**config.mk**
```make
export PLATFORM = sky130hd
export DESIGN_NAME = imem_port_ctrl
export DESIGN_NICKNAME = d
export VERILOG_FILES = /design/src/rtl/imem_ctrl_pkg.sv /design/src/rtl/rr_arb2.sv /design/src/rtl/imem_port_ctrl.sv
export SDC_FILE = /design/constraint.sdc
export NUM_CORES = 1
export LEC_CHECK = 0
export ABC_AREA = 1
export BUFFER_PORTS_ARGS = -buffer_cell sky130_fd_sc_hd__buf_2
export CAP_MARGIN = 15
export CORE_MARGIN = 1.5
export CORE_UTILIZATION = 47
export CTS_CLUSTER_SIZE = 16
export DETAILED_ROUTE_END_ITERATION = 8
export GPL_ROUTABILITY_DRIVEN = 0
export HOLD_SLACK_MARGIN = 0.12
export PLACE_DENSITY = 0.86
export SYNTH_ARGS = -nofsm -noshare
export SYNTH_HDL_FRONTEND = slang
export SYNTH_SLANG_ARGS = --single-unit
```
**constraint.sdc**
```tcl
create_clock -name clk -period 1.6 [get_ports clk]
set_input_delay 0 -clock clk [delete_from_list [all_inputs] [get_ports clk]]
set_output_delay 0 -clock clk [all_outputs]
set_load 0.05 [all_outputs]
```
**src/rtl/imem_ctrl_pkg.sv**
```systemverilog
// Shared definitions for the instruction-ROM port controller.
// Holds the state encoding, the owner encoding, and the word/counter sizing.
package imem_ctrl_pkg;

  // Bytes per assembled 32-bit word and the width of the byte counter.
  localparam int unsigned WORD_BYTES = 4;
  localparam int unsigned CNT_W      = 2;

  // Sequencer states as plain constants so they map onto older tools unchanged.
  typedef logic [1:0] state_t;
  localparam state_t StIdle  = 2'd0;
  localparam state_t StIssue = 2'd1;
  localparam state_t StDrain = 2'd2;
  localparam state_t StResp  = 2'd3;

  // Which requester owns the transaction currently in flight.
  typedef enum logic {
    OwnFetch = 1'b0,
    OwnData  = 1'b1
  } owner_e;

endpackage

```
**src/rtl/rr_arb2.sv**
```systemverilog
// Two-way round-robin arbiter for the ROM port.
// Ports:
//   clk, rst_n    clock and asynchronous active-low reset
//   fetch_req_i   fetch-side request
//   data_req_i    data-side request
//   accept_i      the sequencer takes the current grant this cycle
//   gnt_o         one-hot grant, bit 0 = fetch, bit 1 = data (combinational)
//   owner_o       last granted requester; also the owner of the live transaction
module rr_arb2 (
  input  logic       clk,
  input  logic       rst_n,
  input  logic       fetch_req_i,
  input  logic       data_req_i,
  input  logic       accept_i,
  output logic [1:0] gnt_o,
  output logic       owner_o
);
  import imem_ctrl_pkg::*;

  owner_e owner_q;

  // On a tie, serve whichever requester was not served last.
  always_comb begin
    gnt_o = 2'b00;
    if (fetch_req_i && data_req_i) begin
      gnt_o = (owner_q == OwnData) ? 2'b01 : 2'b10;
    end else if (fetch_req_i) begin
      gnt_o = 2'b01;
    end else if (data_req_i) begin
      gnt_o = 2'b10;
    end
  end

  // Reset to data so fetch wins the very first tie.
  always_ff @(posedge clk or negedge rst_n) begin
    if (!rst_n) begin
      owner_q <= OwnData;
    end else if (accept_i && (gnt_o != 2'b00)) begin
      owner_q <= gnt_o[1] ? OwnData : OwnFetch;
    end
  end

  assign owner_o = owner_q;

endmodule

```
**src/rtl/imem_port_ctrl.sv**
```systemverilog
// Shares the byte-wide synchronous instruction ROM between fetch and data-side
// 32-bit reads. Each granted request issues four consecutive byte reads and
// assembles them big-endian (byte at the base address is the MSB).
// Ports:
//   clk, rst_n                     clock and asynchronous active-low reset
//   fetch_req_i / fetch_addr_i     fetch request and byte address
//   fetch_rvalid_o / fetch_rdata_o one-cycle response pulse and held word
//   data_req_i / data_addr_i       data-side request and byte address
//   data_rvalid_o / data_rdata_o   one-cycle response pulse and held word
//   mem_en_o / mem_addr_o          ROM read enable and byte address
//   mem_rdata_i                    ROM byte, valid the cycle after mem_en_o
//   busy_o                         high whenever a transaction is in progress
module imem_port_ctrl #(
  parameter int unsigned A_WIDTH = 32,
  parameter int unsigned D_WIDTH = 8
) (
  input  logic               clk,
  input  logic               rst_n,
  input  logic               fetch_req_i,
  input  logic [A_WIDTH-1:0] fetch_addr_i,
  output logic               fetch_rvalid_o,
  output logic [31:0]        fetch_rdata_o,
  input  logic               data_req_i,
  input  logic [A_WIDTH-1:0] data_addr_i,
  output logic               data_rvalid_o,
  output logic [31:0]        data_rdata_o,
  output logic               mem_en_o,
  output logic [A_WIDTH-1:0] mem_addr_o,
  input  logic [D_WIDTH-1:0] mem_rdata_i,
  output logic               busy_o
);
  import imem_ctrl_pkg::*;

  // Only the leading bytes need storing; the last byte is merged straight
  // into the owner's rdata register in DRAIN.
  localparam int unsigned PartW = 32 - D_WIDTH;

  state_t             state_q, state_d;
  logic [CNT_W-1:0]   cnt_q, cnt_d;
  logic [A_WIDTH-1:0] base_q, base_d;
  logic [PartW-1:0]   word_q, word_d;
  logic [31:0]        fetch_rdata_q, fetch_rdata_d;
  logic [31:0]        data_rdata_q, data_rdata_d;

  logic [1:0] gnt;
  logic       owner;
  logic       accept;

  assign accept = (state_q == StIdle);

  rr_arb2 u_arb (
    .clk        (clk),
    .rst_n      (rst_n),
    .fetch_req_i(fetch_req_i),
    .data_req_i (data_req_i),
    .accept_i   (accept),
    .gnt_o      (gnt),
    .owner_o    (owner)
  );

  always_comb begin
    state_d       = state_q;
    cnt_d         = cnt_q;
    base_d        = base_q;
    word_d        = word_q;
    fetch_rdata_d = fetch_rdata_q;
    data_rdata_d  = data_rdata_q;

    case (state_q)
      StIdle: begin
        if (gnt != 2'b00) begin
          state_d = StIssue;
          cnt_d   = '0;
          base_d  = gnt[1] ? data_addr_i : fetch_addr_i;
        end
      end
      StIssue: begin
        // ROM data lags the address by one cycle, so nothing arrives on cnt=0.
        if (cnt_q != '0) begin
          word_d = {word_q[PartW-D_WIDTH-1:0], mem_rdata_i};
        end
        cnt_d = cnt_q + 1'b1;
        if (cnt_q == CNT_W'(WORD_BYTES - 1)) begin
          state_d = StDrain;
        end
      end
      StDrain: begin
        word_d = '0;
        if (owner == OwnData) begin
          data_rdata_d = {word_q, mem_rdata_i};
        end else begin
          fetch_rdata_d = {word_q, mem_rdata_i};
        end
        state_d = StResp;
      end
      StResp: begin
        state_d = StIdle;
      end
      default: begin
        state_d = StIdle;
      end
    endcase
  end

  always_ff @(posedge clk or negedge rst_n) begin
    if (!rst_n) begin
      state_q       <= StIdle;
      cnt_q         <= '0;
      base_q        <= '0;
      word_q        <= '0;
      fetch_rdata_q <= '0;
      data_rdata_q  <= '0;
    end else begin
      state_q       <= state_d;
      cnt_q         <= cnt_d;
      base_q        <= base_d;
      word_q        <= word_d;
      fetch_rdata_q <= fetch_rdata_d;
      data_rdata_q  <= data_rdata_d;
    end
  end

  // Address wraps modulo 2^A_WIDTH by plain truncation.
  assign mem_en_o       = (state_q == StIssue);
  assign mem_addr_o     = mem_en_o ? (base_q + A_WIDTH'(cnt_q)) : '0;
  assign fetch_rvalid_o = (state_q == StResp) && (owner == OwnFetch);
  assign data_rvalid_o  = (state_q == StResp) && (owner == OwnData);
  assign fetch_rdata_o  = fetch_rdata_q;
  assign data_rdata_o   = data_rdata_q;
  assign busy_o         = (state_q != StIdle);

endmodule

```
# Yosys cells after proc, flatten, opt, wreduce, memory -nomap -nowiden
# Cells that the tools add are included.
[totals] ff_bits=125 inputBits=76 output_inout_bits=100
[classes] n_addsub=2 n_eq_ne=7 mux=14 n_bitwise=1 n_reduce_logical=16
[ops] cell="two-way mux 32 bit" count=2
[ops] cell="case mux 24 bit (2 select lines)" count=1
[ops] cell="adder 32 x 2 -> 32 bit" count=1
[ops] cell="two-way mux 24 bit" count=1
[ops] cell="two-way mux 2 bit" count=7
[ops] cell="AND reduction 2 bit" count=6
[ops] cell="nonzero test 2 bit" count=5
[ops] cell="case mux 2 bit (4 select lines)" count=1
[ops] cell="== test 2 bit, second input constant" count=3
[ops] cell="logical AND 1 bit" count=4
[ops] cell="!= test 2 x 1 -> 1 bit, second input constant" count=2
[ops] cell="case mux 2 bit (2 select lines)" count=1
[ops] cell="adder 2 x 1 -> 2 bit, second input constant" count=1
[ops] cell="== test 2 x 1 -> 1 bit, second input constant" count=1
[ops] cell="zero test 2 bit" count=1
[ops] cell="!= test 2 bit, second input constant" count=1
[ops] cell="two-way mux 1 bit" count=1
[ops] cell="NOT 1 bit" count=1

# Depth between registers and ports, before layout
[logic_depth] word_depth=6 depth_mapped=10

# Modules after synthesis
# Synthesis repeated with hierarchy kept, for this count alone.
[hier_totals] cells_unflattened=753 hier_area_um2=6092.1
[by_module_without_submodules] mod="imem_port_ctrl" n_inst=1 cells_each=745 area_each_um2=6030.8 seq_area_each_um2=3103.0
[by_module_without_submodules] mod="rr_arb2" n_inst=1 cells_each=8 area_each_um2=61.3 seq_area_each_um2=26.3

# Worst setup path before layout
# Ideal clock, no wire load.
[synth_path] path_kind="register -> output" start="register state_q[1]" end="output port mem_addr_o[2]" arrival_ps=2466 required_time_ps=1600 setup_slack_ps=-866 stages_incl_launch_ff=7 n_path_buf=2 path_cell_list="dfrtp_1 -> inv_1 -> ha_1 -> buf_4 -> inv_2 -> buf_6 -> nor3_1"
[synth_between] elab_chain_len=2
[synth_lines] item="from (decl)" line="imem_port_ctrl.sv:38" rtl="state_t state_q, state_d;"
[synth_lines] item="from (signal assigned)" line="imem_port_ctrl.sv:107" rtl="state_q <= StIdle;"
[synth_lines] item="from (signal assigned)" line="imem_port_ctrl.sv:114" rtl="state_q <= state_d;"
[synth_lines] item="== test 2 x 1 -> 1 bit" line="imem_port_ctrl.sv:124" rtl="assign mem_en_o = (state_q == StIssue);"
[synth_lines] item="net mem_en_o" line="imem_port_ctrl.sv:27" rtl="output logic mem_en_o,"
[synth_lines] item="two-way mux 32 bit" line="imem_port_ctrl.sv:125" rtl="assign mem_addr_o = mem_en_o ? (base_q + A_WIDTH'(cnt_q)) : '0;"
[synth_lines] item="to (decl)" line="imem_port_ctrl.sv:28" rtl="output logic [A_WIDTH-1:0] mem_addr_o,"
# The timed path passes the listed nets, and every way through them passes these cells.

# Worst setup path after layout
[layout_path] start="register cnt_q[1]" end="output port mem_addr_o[18]"
[layout_between] elab_chain_len=2
[layout_lines] item="from (decl)" line="imem_port_ctrl.sv:39" rtl="logic [CNT_W-1:0] cnt_q, cnt_d;"
[layout_lines] item="from (signal assigned)" line="imem_port_ctrl.sv:115" rtl="cnt_q <= cnt_d;"
[layout_lines] item="adder 32 x 2 -> 32 bit" line="imem_port_ctrl.sv:125"
[layout_lines] item="two-way mux 32 bit" line="imem_port_ctrl.sv:125"
# Every way passes these cells.

==> run metrics <==
die area 14000 um2; endpoints failing setup 55; Synthesized Nets 809; Num CTS Buffers 17; hold slack final 0.406 ns; core box area 12800 um2; YS warnings 0; setup ws final -0.668 ns; LEAKAGE 4.81 nW; met2 WL 12.0 mm; clock power share 18.5%; Worst Hold Class in -> reg; later-pin clock latency in the skew report 0.41 ns; CP arrival 2.27 ns; Worst Setup Start Kind flip-flop; DRT iter0 DRCs 800; Vias/cell 5.64; largest net degree at the start of global routing 65; synth top area cells dfrtp_1, nand2_1, o21ai_0; GRT Residual Overflow 0; CP Max Fanout 4; die width 118 um; Synth-to-Final Area Change 62.3%; initial antenna violation count 0; final hold vios 0; DRT Wirelength 24.2 mm; VDD IR max 1.40 mV; clock root buffer master clkbuf_16; share of cells above drive strength 1 42.7%; Final Max Tran Viols 0; Tcrit/Tclk final 142%; Clk pin slew, worst setup/hold paths 0.06 ns; Critical Path RT 1.60 ns; highest metal used met4; Tot Pwr 0.0219 W; Max Clock Freq 441 MHz; switching pwr 0.0109 W; Antenna Violating Nets Remaining 0; Gate Count Post-Synth 723; sequential fraction of the synthesis area 50.0%; violated checks setup timing; Sinks on Clock Net 125; fin crit period 2.27 ns; worst slew pin tran 0.419 ns; Die Y 118 um; setup repair after global routing missed its margin true; dpl cell area 7870 um2; drt pass-1 iters 6; hpwl dp 11.9 mm; Netlist cell types 31; cell taking the most area after synthesis dfrtp_1; I/O pin count 176; Final Skew 0.00920 ns; I/O Buffers 175; Post-Syn Area 6260 um2; layout net count 1107; pre-CTS setup slack -0.254 ns; post-synth top area share 49.6%; crit path capture type primary output; TritonCTS clock tree done; Yosys reg bits 125; Power Dens Cells 2160 nW/um2; WL met3 1.92 mm; commonest non-fill, non-tap cell in the layout nand2_1; sw frac 49.6%; first-pass GRT wire length 36.3 mm; Gate power share 55.3%; via count 6810; Initial Util 48.8%; WL/cell 20.1 um; most frequent cells in the layout nand2_1, buf_2, dfrtp_1; number of global-route vias before repair 6913; Int Power 0.0110 W; Reg power frac 26.2%; final instance area 10200 um2; Slew HR 71.8%; Avg Inst Size Synth 8.65 um2; H-tree depth 4; crit path kind reg -> out; DRC 0; GRT Overall Usage 33.8%; row cnt 41; status finished with violations; clock buffer depth 2; M1 WL 8.72 mm; number of max-cap violations 0
[cell type report]
type,count,area (um2)
Multi-Input combinational cell,501,3340
Sequential cell,125,3150
Fill cell,720,2670
Timing Repair Buffer,310,2580
Clock buffer,23,488
Inverter,66,255
Tap cell,172,215
Clock inverter,9,133
Antenna cell,1,2.50
[state kept, by name (all words and copies together) (netlist names)]
| name | flops |
|---|---|
| fetch_rdata_o | 32 |
| cnt_q | 2 |
| state_q | 2 |
| data_rdata_o | 32 |
| base_q | 32 |
| u_arb.owner_o | 1 |
| word_q | 24 |
[final timing paths]
check / start / end / slack [ns] / cells past startpoint
setup / recovery: cnt_q[1] / mem_addr_o[18] / -0.67 / 10
max in group asynchronous: rst_n / u_arb.owner_o / 0.32 / 4
min in group asynchronous: rst_n / fetch_rdata_o[8] / 0.64 / 3
hold / removal: mem_rdata_i[3] / word_q[3] / 0.41 / 4
hold reg to reg: data_rdata_o[29] / data_rdata_o[29] / 0.48 / 2
setup reg to reg: cnt_q[0] / word_q[5] / -0.14 / 8
[cell families (layout without fill, tap and decap cells)]
group / after synthesis / in the layout / share of synthesized area, %
AO/OA/AOI/OAI: 147 / 147 / 14.3
buffers and inverters: 97 / 408 / 6.90
other: 0 / 1 / 0
multiplexers: 32 / 32 / 5.12
AND/OR/NAND/NOR: 307 / 307 / 20.9
adder cells (fa/ha/maj): 10 / 10 / 2.12
flip-flops: 125 / 125 / 50.0
XOR/XNOR: 5 / 5 / 0.700
[synthesized netlist by cell type, drive strengths merged]
master,number
dfstp,1
o21a,1
dfrtp,124
o22ai,24
inv,66
xor2,4
fa,1
nor3b,1
mux2i,32
clkbuf,13
nand2,202
nor3,4
xnor2,1
buf,18
nand3b,1
a21oi,13
nand3,17
or3,1
ha,9
o21ai,109
nor2,81
[metrics by stage]
step	instances	utilization, %	setup TNS [ns]
finish	1207	79.2	-19.17
global route	1206	79.2	-22.14
CTS	1197	76.7	-14.62
detailed placement	1076	61.3	-4.02
global placement	1076	61.3	-3.00
floorplan	723	-	-1.47
[worst max-delay path, cell delays in order (launching register included)]
cell	delay [ns]
dfrtp_1	0.42
buf_6	0.14
fa_2	0.42
nand2_4	0.12
nor2_8	0.05
nand2_4	0.13
nor2_4	0.07
buf_6	0.12
a21oi_2	0.18
nor2_4	0.06
buf_8	0.15
[power groups by stage]
stage	registers, W	logic [W]	clock network, W
finish	0.00573	0.0121	0.00405
global route	0.00584	0.0127	0.00422
CTS	0.00552	0.0109	0.00406
detailed placement	0.00550	0.00986	0
global placement	0.00545	0.00965	0
floorplan	0.00758	0.00504	0
[routing by layer]
layer | GRT usage (%) | up-vias
met5 | 0 | -
met1 | 40.2 | 3203
met2 | 56.3 | 495
met4 | 19.4 | 0
met3 | 7.77 | 171
li1 | - | 2941
[what timing repair did]
action	in CTS	in global routing
setup endpoints to repair	39	128
cloned	1	3
hold endpoints to repair	183	0
setup buffers	13	6
gates resized for setup	136	66
hold buffers	76	0
pin swaps	31	12
(Power assumes the default switching activity.)
